File: src/rtl/display_interface.sv
// -----------------------------------------------------------------------------
// display_interface
//
// Time-multiplexed driver for an 8-digit, common-anode, seven-segment display.
// The 32-bit value is split into eight hex nibbles and the digits are scanned
// one at a time. A free-running prescaler advances the scan index once every
// 2^DIV_BITS clocks. Outputs are registered and reload every clock from the
// current scan index, so input changes show up one clock later.
//
// Parameters:
//   DIV_BITS  width of the prescale counter (scan slot = 2^DIV_BITS clocks)
//
// Ports:
//   clock    system clock, rising edge
//   reset    synchronous, active-high reset
//   value    digit k shows value[4k+3:4k]; digit 0 is rightmost
//   point    point[k]=1 lights the decimal point of digit k
//   enable   enable[k]=0 blanks digit k (its slot still elapses)
//   segment  active-low segments: [0]=a .. [6]=g, [7]=dp
//   digit    active-low digit select; digit[k]=0 selects digit k
//
// Optional build macro:
//   DISPLAY_LEADING_ZERO_BLANK_EN  blank leading-zero digits above digit 0
//                                  whose decimal point is off
// -----------------------------------------------------------------------------
module display_interface #(
  parameter int DIV_BITS = 14
) (
  input  logic        clock,
  input  logic        reset,
  input  logic [31:0] value,
  input  logic [7:0]  point,
  input  logic [7:0]  enable,
  output logic [7:0]  segment,
  output logic [7:0]  digit
);

  // Active-high gfedcba pattern for one hex nibble.
  function automatic logic [6:0] decode(input logic [3:0] n);
    logic [6:0] s;
    case (n)
      4'h0:    s = 7'h3F;
      4'h1:    s = 7'h06;
      4'h2:    s = 7'h5B;
      4'h3:    s = 7'h4F;
      4'h4:    s = 7'h66;
      4'h5:    s = 7'h6D;
      4'h6:    s = 7'h7D;
      4'h7:    s = 7'h07;
      4'h8:    s = 7'h7F;
      4'h9:    s = 7'h6F;
      4'hA:    s = 7'h77;
      4'hB:    s = 7'h7C;
      4'hC:    s = 7'h39;
      4'hD:    s = 7'h5E;
      4'hE:    s = 7'h79;
      default: s = 7'h71;
    endcase
    return s;
  endfunction

  logic [DIV_BITS-1:0] pcnt;
  logic [2:0]          idx;

  logic [3:0] nib;
  logic       lit;
  logic [7:0] digit_nx;
  logic [7:0] segment_nx;
`ifdef DISPLAY_LEADING_ZERO_BLANK_EN
  logic [31:0] upper;
`endif

  // NOTE: every signal driven here gets a value before any condition so no
  // path leaves it unassigned; otherwise synthesis infers a latch.
  always_comb begin
    nib        = value[{idx, 2'b00} +: 4];
    lit        = enable[idx];
`ifdef DISPLAY_LEADING_ZERO_BLANK_EN
    // Current nibble and everything above it are zero: a leading zero.
    upper      = value >> {idx, 2'b00};
    if ((idx != 3'd0) && (upper == 32'd0) && !point[idx]) begin
      lit = 1'b0;
    end
`endif
    digit_nx   = 8'hFF;
    segment_nx = 8'hFF;
    if (lit) begin
      digit_nx   = ~(8'b1 << idx);
      segment_nx = {~point[idx], ~decode(nib)};
    end
  end

  // NOTE: state registers use non-blocking assignments so every flop samples
  // pre-edge values; blocking here would create order-dependent behaviour.
  always_ff @(posedge clock) begin
    if (reset) begin
      pcnt    <= '0;
      idx     <= 3'd0;
      segment <= 8'hFF;
      digit   <= 8'hFF;
    end else begin
      pcnt <= pcnt + 1'b1;
      // Step to the next digit on the last clock of the slot; 7 wraps to 0.
      if (pcnt == '1) begin
        idx <= idx + 3'd1;
      end
      segment <= segment_nx;
      digit   <= digit_nx;
    end
  end

endmodule

File: config.mk
export PLATFORM = sky130hd
export DESIGN_NAME = display_interface
export DESIGN_NICKNAME = d
export VERILOG_FILES = /design/src/rtl/display_interface.sv
export SDC_FILE = /design/constraint.sdc
export NUM_CORES = 1
export LEC_CHECK = 0
export ABC_AREA = 1
export CAP_MARGIN = 25
export CORE_UTILIZATION = 39
export CTS_CLUSTER_DIAMETER = 150
export DETAILED_ROUTE_END_ITERATION = 7
export PLACE_DENSITY = 0.72
export SLEW_MARGIN = 10
export SYNTH_ARGS = -nofsm -noshare
export SYNTH_HDL_FRONTEND = slang
export SYNTH_SLANG_ARGS = --single-unit
File: constraint.sdc
create_clock -name clock -period 1.6 [get_ports clock]
set_input_delay 0.48 -clock clock [delete_from_list [all_inputs] [get_ports clock]]
set_output_delay 0.48 -clock clock [all_outputs]
set_load 0.01 [all_outputs]
==> run metrics <==
status=finished with violations; failing checks=setup timing; vias in the first global route=2025; DRC=0; H-tree Lvls=2; hold crit path type=reg -> reg; final wirelength=5.84 mm; Crit Path Category=reg -> reg; mapped cell area=0.00207 sq mm; die height=74.9 um; antenna cells=0; CTS Buf Count=5; CTS Hold Bufs=0; port bufs=65; die area=0.00561 sq mm; Total GRT Usage=0.203; Synth Area per Inst=7.01 sq um; initial core utilization=0.406; Worst-path clk slew=60 ps; count of standard-cell rows=26; # placed instances=439; fin util=0.645; first-pass GRT wire length=8.58 mm; Filler Cell Count=447; area grow syn2layout=58.9%; multi-input logic area=0.00141 sq mm; drt wl/cell=12.8 um; #FFs+latches synth=33; largest net degree at the start of global routing=15; routability cong.=0.866; reg-to-reg endpoint=segment[3]; sequential area share after synthesis=0.318; Min-Delay Endpoint=pcnt[0]; Vias=2212; Pins Over Slew Limit=0; CTS Sinks=33; initial antenna violation count=0; Mapped Cells=296; Max Root-Sink Buffers=2; root buffer cell=clkbuf_8; Tmin final=1730 ps; fin crit share=1.08; syn_nets=359; critical path arrival=1960 ps; Worst Path Required=1830 ps; Reg2Reg Setup Slack=-130 ps; unrepaired setup endpoints after global routing=true; DR vias/cell=4.86; fmax=0.577 GHz; Hold Path Depth=1; CTS tree=yes; Register Area=668 sq um; HP Start=pcnt[0]; Max Cap Viol=0; Final Power=0.00179 W; post-route setup slack=-132 ps; Antenna Violating Nets Remaining=0; critical-path maximum fanout=7; core area=0.00511 sq mm; most common cell after layout, fill and taps aside=nand2_1; Worst VDD drop=0.607 mV; worst r2r src=idx[0]; post-synth cell types=31; cells on worst reg2reg path=12; most frequent cells in the layout=nand2_1, clkdlybuf4s50_1, nor2_1, dfxtp_1, inv_1; Crit. End Element=register; Die Wd=74.9 um; clock latency at the later pin of the worst-skew pair=290 ps; worst-margin pin slew=247 ps; initial DRC count=147; clk_skew=3.43 ps; startpoint types=register; Slew headroom=0.834; Hold WS=447 ps; IO Count=66; layout net count=447; dpl hpwl=3.94 mm; share of post-route cells with drive strength above 1=0.262; Power Density=544 mW/mm^2; final count of hold timing violations=0; static leakage=1.38 nW; worst slack, placed=-457 ps; drt pass-1 iters=4; Final Setup Violations=7; Syn. warnings=0; Overflow after GRT=0; Final Instance Count excl. Fillers=455
[sequential cells by signal, indices dropped and copies added (netlist names)]
register,cells
segment,8
digit,8
idx,3
pcnt,14
[what timing repair did]
| action | 4_1_cts | 5_1_grt |
|---|---|---|
| setup endpoints to repair | 19 | 23 |
| resized for setup | 35 | 58 |
| setup buffers | 1 | 7 |
| endpoints found under the hold margin | 0 | 0 |
| pin swaps | 19 | 21 |
[worst max path at each step]
stage	startpoint	to	slack (ps)	depth (start not counted)
3_5_place_dp	value[25]	segment[5]	-460	12
3_3_place_gp	value[25]	segment[1]	-440	11
4_1_cts	value[29]	segment[3]	-2	10
5_1_grt	idx[0]	segment[3]	-190	12
2_1_floorplan	idx[0]	segment[1]	-3	12
6_report	idx[0]	segment[3]	-130	12
[metal layers]
layer | vias up | GRT usage | share of wire
li1 | 1121 | - | -
met1 | 1006 | 0.232 | 0.43
met2 | 70 | 0.365 | 0.50
met3 | 15 | 0.0549 | 0.049
met4 | 0 | 0.0671 | 0.020
met5 | - | 0 | 0
[cell usage after synthesis, drive strengths merged]
| cell type | instances | share of area |
|---|---|---|
| nand2 | 76 | 0.15 |
| nor2 | 45 | 0.087 |
| nand3 | 43 | 0.14 |
| inv | 34 | 0.065 |
| dfxtp | 33 | 0.32 |
| o21ai | 18 | 0.045 |
| ha | 13 | 0.078 |
| a21oi | 11 | 0.027 |
| buf | 10 | 0.046 |
| nor3 | 4 | 0.012 |
| a32o | 2 | 0.0097 |
| xnor2 | 2 | 0.0084 |
| clkbuf | 1 | 0.0018 |
| nand3b | 1 | 0.0036 |
| nand4 | 1 | 0.0030 |
| o211ai | 1 | 0.0036 |
| xor2 | 1 | 0.0042 |
[through the flow]
stage / TNS (ps) / area, sq um
final: -538 / 3300
after global placement: -4410 / 2890
after detailed placement: -4650 / 2890
after CTS: -1.54 / 3020
after global routing: -1220 / 3300
after floorplan: -3.24 / 2090
[layout make-up]
cell class                 instances  area share
multi-input combinational        218       0.427
tap                               70      0.0266
timing repair buffer              92       0.275
inverter                          34      0.0440
clock buffer                       8      0.0243
sequential                        33       0.203
[cell families (layout without fill, tap and decap cells)]
group | Yosys count | in the layout | synth area share
buf+inv | 45 | 134 | 0.113
xor+xnor | 3 | 3 | 0.0127
compound gates | 32 | 32 | 0.0850
fa+ha+maj | 13 | 13 | 0.0784
simple gates | 170 | 170 | 0.392
flops | 33 | 33 | 0.318
[worst max-delay path, cell delays in order, from the launching register on]
cell,delay (ps)
dfxtp_4,410
buf_6,160
nor2_2,50
nor2_1,130
o21ai_2,80
nand2_1,100
nand2_2,80
nand2_4,130
ha_4,150
nand3_2,100
nand2_1,110
nand2_1,80
nand3_1,90
[report_power, final]
part | switching [W] | internal [W]
sequential | 0.00000988 | 0.000841
clock | 0.000282 | 0.000308
combinational | 0.000157 | 0.000196
No activity file was read; power rests on OpenSTA's default activity.
==> edit 1, RTL diff (same settings) <==
The output `digit` loses its register stage (`digit` becomes a continuous assignment).
--- a/src/rtl/display_interface.sv
+++ b/src/rtl/display_interface.sv
@@ -97,7 +97,6 @@
       pcnt    <= '0;
       idx     <= 3'd0;
       segment <= 8'hFF;
-      digit   <= 8'hFF;
     end else begin
       pcnt <= pcnt + 1'b1;
       // Step to the next digit on the last clock of the slot; 7 wraps to 0.
@@ -105,9 +104,10 @@
         idx <= idx + 3'd1;
       end
       segment <= segment_nx;
-      digit   <= digit_nx;
     end
   end
 
+  assign digit = digit_nx;
+
 endmodule
 
Behaviour: not the same (a bounded check fails within 4 cycles, from zero or initial values and one cycle with reset high).
==> edit 1 against the original RTL <==
- the run ends with design-rule violations, negative setup slack left
- area after synthesis fell by 10%
- sequential cell count fell by 8
- worst setup slack got worse by 0.16 ns
- sequential share of layout area fell by 3.8 points
- non-clock buffer count rose by 11
- power fell by 23%
- global-route usage rose by 2.5 points
- routed wire length fell by 4.5%
- critical path type is now register to primary output
- design area fell by 6.3%
==> edit 1: results (changes against the original RTL) <==
worst-case clock buffer depth 2 (unchanged); fin worst setup slack -0.295 ns (-0.163 ns); violated checks design-rule violations, negative setup slack; clock insertion delay at the later pin of the skew report 0.27 ns (-0.02 ns); Top Family by Delay on Critical Path flip-flops; vias in the first global route 2,049 (+1.2%); peak supply drop 0.525 mV (-13%); wl on met1 2.39 mm (-4.1%); top flop regs pcnt x14, segment x8, idx x3; count of TritonRoute iterations in the first routing pass 7 (+3); share of post-route cells with drive strength above 1 27.1% (+0.85 points); met2 GRT Util 42.5% (+6.0 points); reported combinational group power 0.351 mW; Max H-tree Level 1 (-1); RD Place Congestion 0.833 (-3.9%); endpoint with the worst hold slack pcnt[0]; Switch Pwr 0.359 mW (-20%); total negative slack for setup checks -3.00 ns (-2.46 ns); global-route wire length before repair 9.25 mm (+7.8%); outcome complete, but fails checks; DP Cell Count 423 (-3.6%); biggest cell delay along the critical path 0.43 ns (+0.02 ns); number of buffers created by CTS 3 (-2); routed length on met2 2.87 mm (-2.5%); Post-Syn Area per Cell 6.47 µm² (-7.6%); post-CTS clock slew at the launch and capture registers of the worst setup and hold paths 0.09 ns (+0.03 ns); routing usage on met1 27.5% (+4.3 points); power in sequential cells 0.643 mW (-24%); DRC violation total after the first TritonRoute iteration 109 (-26%); synthesized net count 350 (-2.5%); worst path arrival time 1.42 ns (-0.54 ns); ranking of synthesized cells by instance count sky130_fd_sc_hd__nand2_1, sky130_fd_sc_hd__nand3_1, sky130_fd_sc_hd__nor2_1, sky130_fd_sc_hd__inv_1, sky130_fd_sc_hd__dfxtp_1; leakage power 1.38 nW (-0.49%); filler instances 383 (-14%); nets@finish 448 (+0.22%); wire length per cell after detailed routing 12.8 µm (-0.32%); cell area after layout 3090 µm² (-6.3%); Worst Clk Skew 0.00647 ns (+0.00304 ns); Hold Slack 0.425 ns (-0.0216 ns); placed cell areas 2750 µm² (-4.8%); Setup WS pre-CTS -0.910 ns (-0.452 ns); maximum number of pins on one net before global-route repair 19 (+4); flop-to-flop setup slack -0.17 ns (-0.04 ns); unique cell type count in the Yosys netlist 27 (-13%); vias 2,169 (-1.9%); number of antenna violations at the first check in global routing 0 (unchanged); count of endpoints failing setup in the final report 15 (+8); critical path capture point digit[1]; source of the worst register-to-register timing path idx[1]; Max-Slew Margin vs Limit 80.8% (-2.7 points); post-detailed-placement half-perimeter wirelength 4.04 mm (+2.4%); part of the power in combinational logic 25.5% (+5.8 points); total routing usage reported by global routing 22.8% (+2.5 points); share of synthesized area occupied by flip-flops and latches 26.9% (-4.9 points); number of design rule violations left after detail routing 5 (+5); global routing met3 resource utilization 3.56% (-1.9 points); Cell Count, Final, Fillers Out 436 (-4.2%); Largest Register pcnt; leading cell types by total area after synthesis sky130_fd_sc_hd__dfxtp_1, sky130_fd_sc_hd__nand2_1, sky130_fd_sc_hd__nand3_1; met3 wire len 235 µm (-18%)
-- edit 1: cell count changes in the layout (fill, tap and decap cells not counted), sizes merged, moves of 2 or more --
cell and change:
buf +19, dlygate4sd2 -11, nand2 +9, dfxtp -8, inv -6, nor2 -6, clkbuf -5, o21ai -3
dlymetal6s2s +2, nand4 +2, o21a +2, xnor2 -2
-- edit 1: layout make-up --
cell class                      count  share of cell area, %
Inverter                           28                   3.65
Sequential cell                    25                   16.5
Clock buffer                        3                   1.34
Tap cell                           52                   2.11
Clock inverter                      1                  0.243
Timing Repair Buffer              103                   32.0
Multi-Input combinational cell    224                   44.2
-- edit 1: timing repair --
item	in CTS	in global routing
buffers inserted	6	4
setup endpoints to repair	16	30
pin swaps	28	19
hold buffers	0	0
endpoints found under the hold margin	0	0
resized for setup	91	24
-- edit 1: kinds of logic after synthesis --
kind of cell	Yosys count	share of synthesized area, %
compound gates	33	11.0
xor+xnor	1	0.471
fa+ha+maj	13	8.75
buf+inv	38	10.2
flops	25	26.9
simple gates	177	42.6
==> edit 2, RTL diff (config.mk and constraints unchanged) <==
Without the edit above. Change the parameter `DIV_BITS` from 14 to 28.
--- a/src/rtl/display_interface.sv
+++ b/src/rtl/display_interface.sv
@@ -24,7 +24,7 @@
 //                                  whose decimal point is off
 // -----------------------------------------------------------------------------
 module display_interface #(
-  parameter int DIV_BITS = 14
+  parameter int DIV_BITS = 28
 ) (
   input  logic        clock,
   input  logic        reset,
Behaviour: same outputs for any inputs over 10 cycles, from zero or initial values and one cycle with reset high; that may be too few to reach the edited logic, so the function may still have changed.
==> edit 2 against the original RTL <==
- the flow still finishes with violations (negative setup slack)
- largest cell class unchanged
- register-to-register slack improved by 0.06 ns
- fmax increased by 3.2%
- via count increased by 42%
- design area increased by 27%
- power increased by 34%
- area after synthesis increased by 45%
- worst setup slack improved by 0.054 ns
- highest routed layer unchanged
- routed wire length increased by 36%
- sequential cell count increased by 14
- hold slack improved by 0.034 ns
==> edit 2: results (changes against the original RTL) <==
peak supply drop 0.472 mV (-22%); flop-to-flop setup slack -0.07 ns (+0.06 ns); biggest cell delay along the critical path 0.45 ns (+0.04 ns); leakage power 1.56 nW (+13%); routed length on met2 3.79 mm (+29%); most common flop cell mapped by yosys sky130_fd_sc_hd__dfxtp_1; total negative slack for setup checks -0.228 ns (+0.310 ns); wl on met1 3.65 mm (+47%); placed cell areas 3880 µm² (+34%); Worst Reg2Reg Path Length in Cells 10 (-2); source of the worst register-to-register timing path idx[0]; outcome complete, but fails checks; Top Layer Used met4; filler instances 678 (+52%); largest driver fanout on the critical path 4 (-3); top flop regs pcnt x28, digit x8, segment x8; share of synthesized area occupied by flip-flops and latches 31.2% (-0.64 points); number of buffers created by CTS 5 (unchanged); violated checks negative setup slack; sequential cell area 945 µm² (+41%); synthesized net count 505 (+41%); proportion of synthesized flip-flops having asynchronous set or reset 0% (unchanged); met3 wire len 393 µm (+37%); post-CTS clock slew at the launch and capture registers of the worst setup and hold paths 0.08 ns (+0.02 ns); leading cell types by total area after synthesis sky130_fd_sc_hd__dfxtp_1, sky130_fd_sc_hd__nand2_1, sky130_fd_sc_hd__nor2_1; share of post-route cells with drive strength above 1 21.9% (-4.4 points); post-detailed-placement half-perimeter wirelength 6.11 mm (+55%); worst path arrival time 1.87 ns (-0.09 ns); maximum number of pins on one net before global-route repair 22 (+7); worst-case clock buffer depth 2 (unchanged); count of endpoints failing setup in the final report 4 (-3); via count normalized by instance count 5.03 (+3.5%); DRC violation total after the first TritonRoute iteration 205 (+39%); HP Class register to register; Root Buffer sky130_fd_sc_hd__clkbuf_8; ranking of synthesized cells by instance count sky130_fd_sc_hd__nand2_1, sky130_fd_sc_hd__nor2_1, sky130_fd_sc_hd__dfxtp_1, sky130_fd_sc_hd__inv_1, sky130_fd_sc_hd__nand3_1; vias in the first global route 2,939 (+45%); total routing usage reported by global routing 20.0% (-0.31 points); fin worst setup slack -0.0773 ns (+0.0545 ns); Max H-tree Level 2 (unchanged); RD Place Congestion 0.915 (+5.6%); unique cell type count in the Yosys netlist 33 (+6.5%); Worst Clk Skew 0.00773 ns (+0.00430 ns); number of antenna violations at the first check in global routing 0 (unchanged); nets@finish 588 (+32%); global-route wire length before repair 13.2 mm (+54%); Max-Slew Margin vs Limit 76.0% (-7.4 points); worst r2r dst segment[0]; start point of the critical path value[4]; total length of routed wires 7.95 mm (+36%); count of TritonRoute iterations in the first routing pass 5 (+1); clock insertion delay at the later pin of the skew report 0.30 ns; cell type of the slowest stage on the worst timing path sky130_fd_sc_hd__clkdlybuf4s50_1; number of antenna repair diodes 0 (unchanged); Warnings, synthesis 0 (unchanged)
-- edit 2: cell count changes in the layout (fill, tap and decap cells not counted), sizes merged, moves of 4 or more --
| cell | delta |
|---|---|
| nor3 | +15 |
| nor2 | +19 |
| nand3b | +8 |
| a21oi | +14 |
| nand3 | +8 |
| dlymetal6s2s | -7 |
| nand4 | +4 |
| nand2 | +46 |
| inv | +12 |
| dlygate4sd2 | +4 |
| dfxtp | +14 |
-- edit 2: how the worst min path moves through the flow --
stage,from,end,slack [ns],cells past startpoint
CTS,pcnt[26],pcnt[26],0.48,2
global route,pcnt[12],pcnt[12],0.50,2
finish,pcnt[26],pcnt[26],0.48,2
floorplan,pcnt[12],pcnt[12],0.45,2
global placement,pcnt[27],pcnt[27],0.46,2
detailed placement,pcnt[26],pcnt[26],0.47,2
-- edit 2: cell type report --
type	count	share of cell area (%)
repair buffers	89	20.2
inverters	47	4.57
clock inverters	3	1.05
well taps	99	2.96
multi-input cells	335	47.0
clock buffers	5	1.64
flip-flops and latches	47	22.6
-- edit 2: logic make-up after synthesis --
kind of cell / share of synthesized area (%)
XOR/XNOR: 0.291
buffers and inverters: 10.1
flip-flops: 31.2
AO/OA/AOI/OAI: 9.38
adder cells (fa/ha/maj): 5.39
AND/OR/NAND/NOR: 43.6
-- edit 2: metrics by stage --
stage	cells	setup WS (ns)
floorplan	442	-0.0228
global placement	614	-0.431
detailed placement	614	-0.488
CTS	624	-0.0408
global route	625	-0.138
finish	625	-0.0773
-- edit 2: critical path: cells and delay by family --
kind	cells	cell delay (ns)
simple gates	6	0.60
buf+inv	1	0.45
fa+ha+maj	1	0.18
compound gates	1	0.16
-- edit 2: routing by layer --
metal	up-vias	track usage, %
met5	-	0
met4	0	6.45
met3	11	2.96
met2	98	33.5
met1	1428	26.4
li1	1609	-
-- edit 2: repair_timing --
item / 4_1_cts / 5_1_grt
pin swaps: 19 / 16
resized for setup: 39 / 32
cloned: 0 / 0
endpoints found under the hold margin: 0 / 0
setup endpoints to repair: 32 / 24
buffers inserted: 2 / 1
-- edit 2: power breakdown --
part	internal, mW	switching [mW]
logic	0.196	0.159
clock network	0.465	0.395
registers	1.19	0.00712
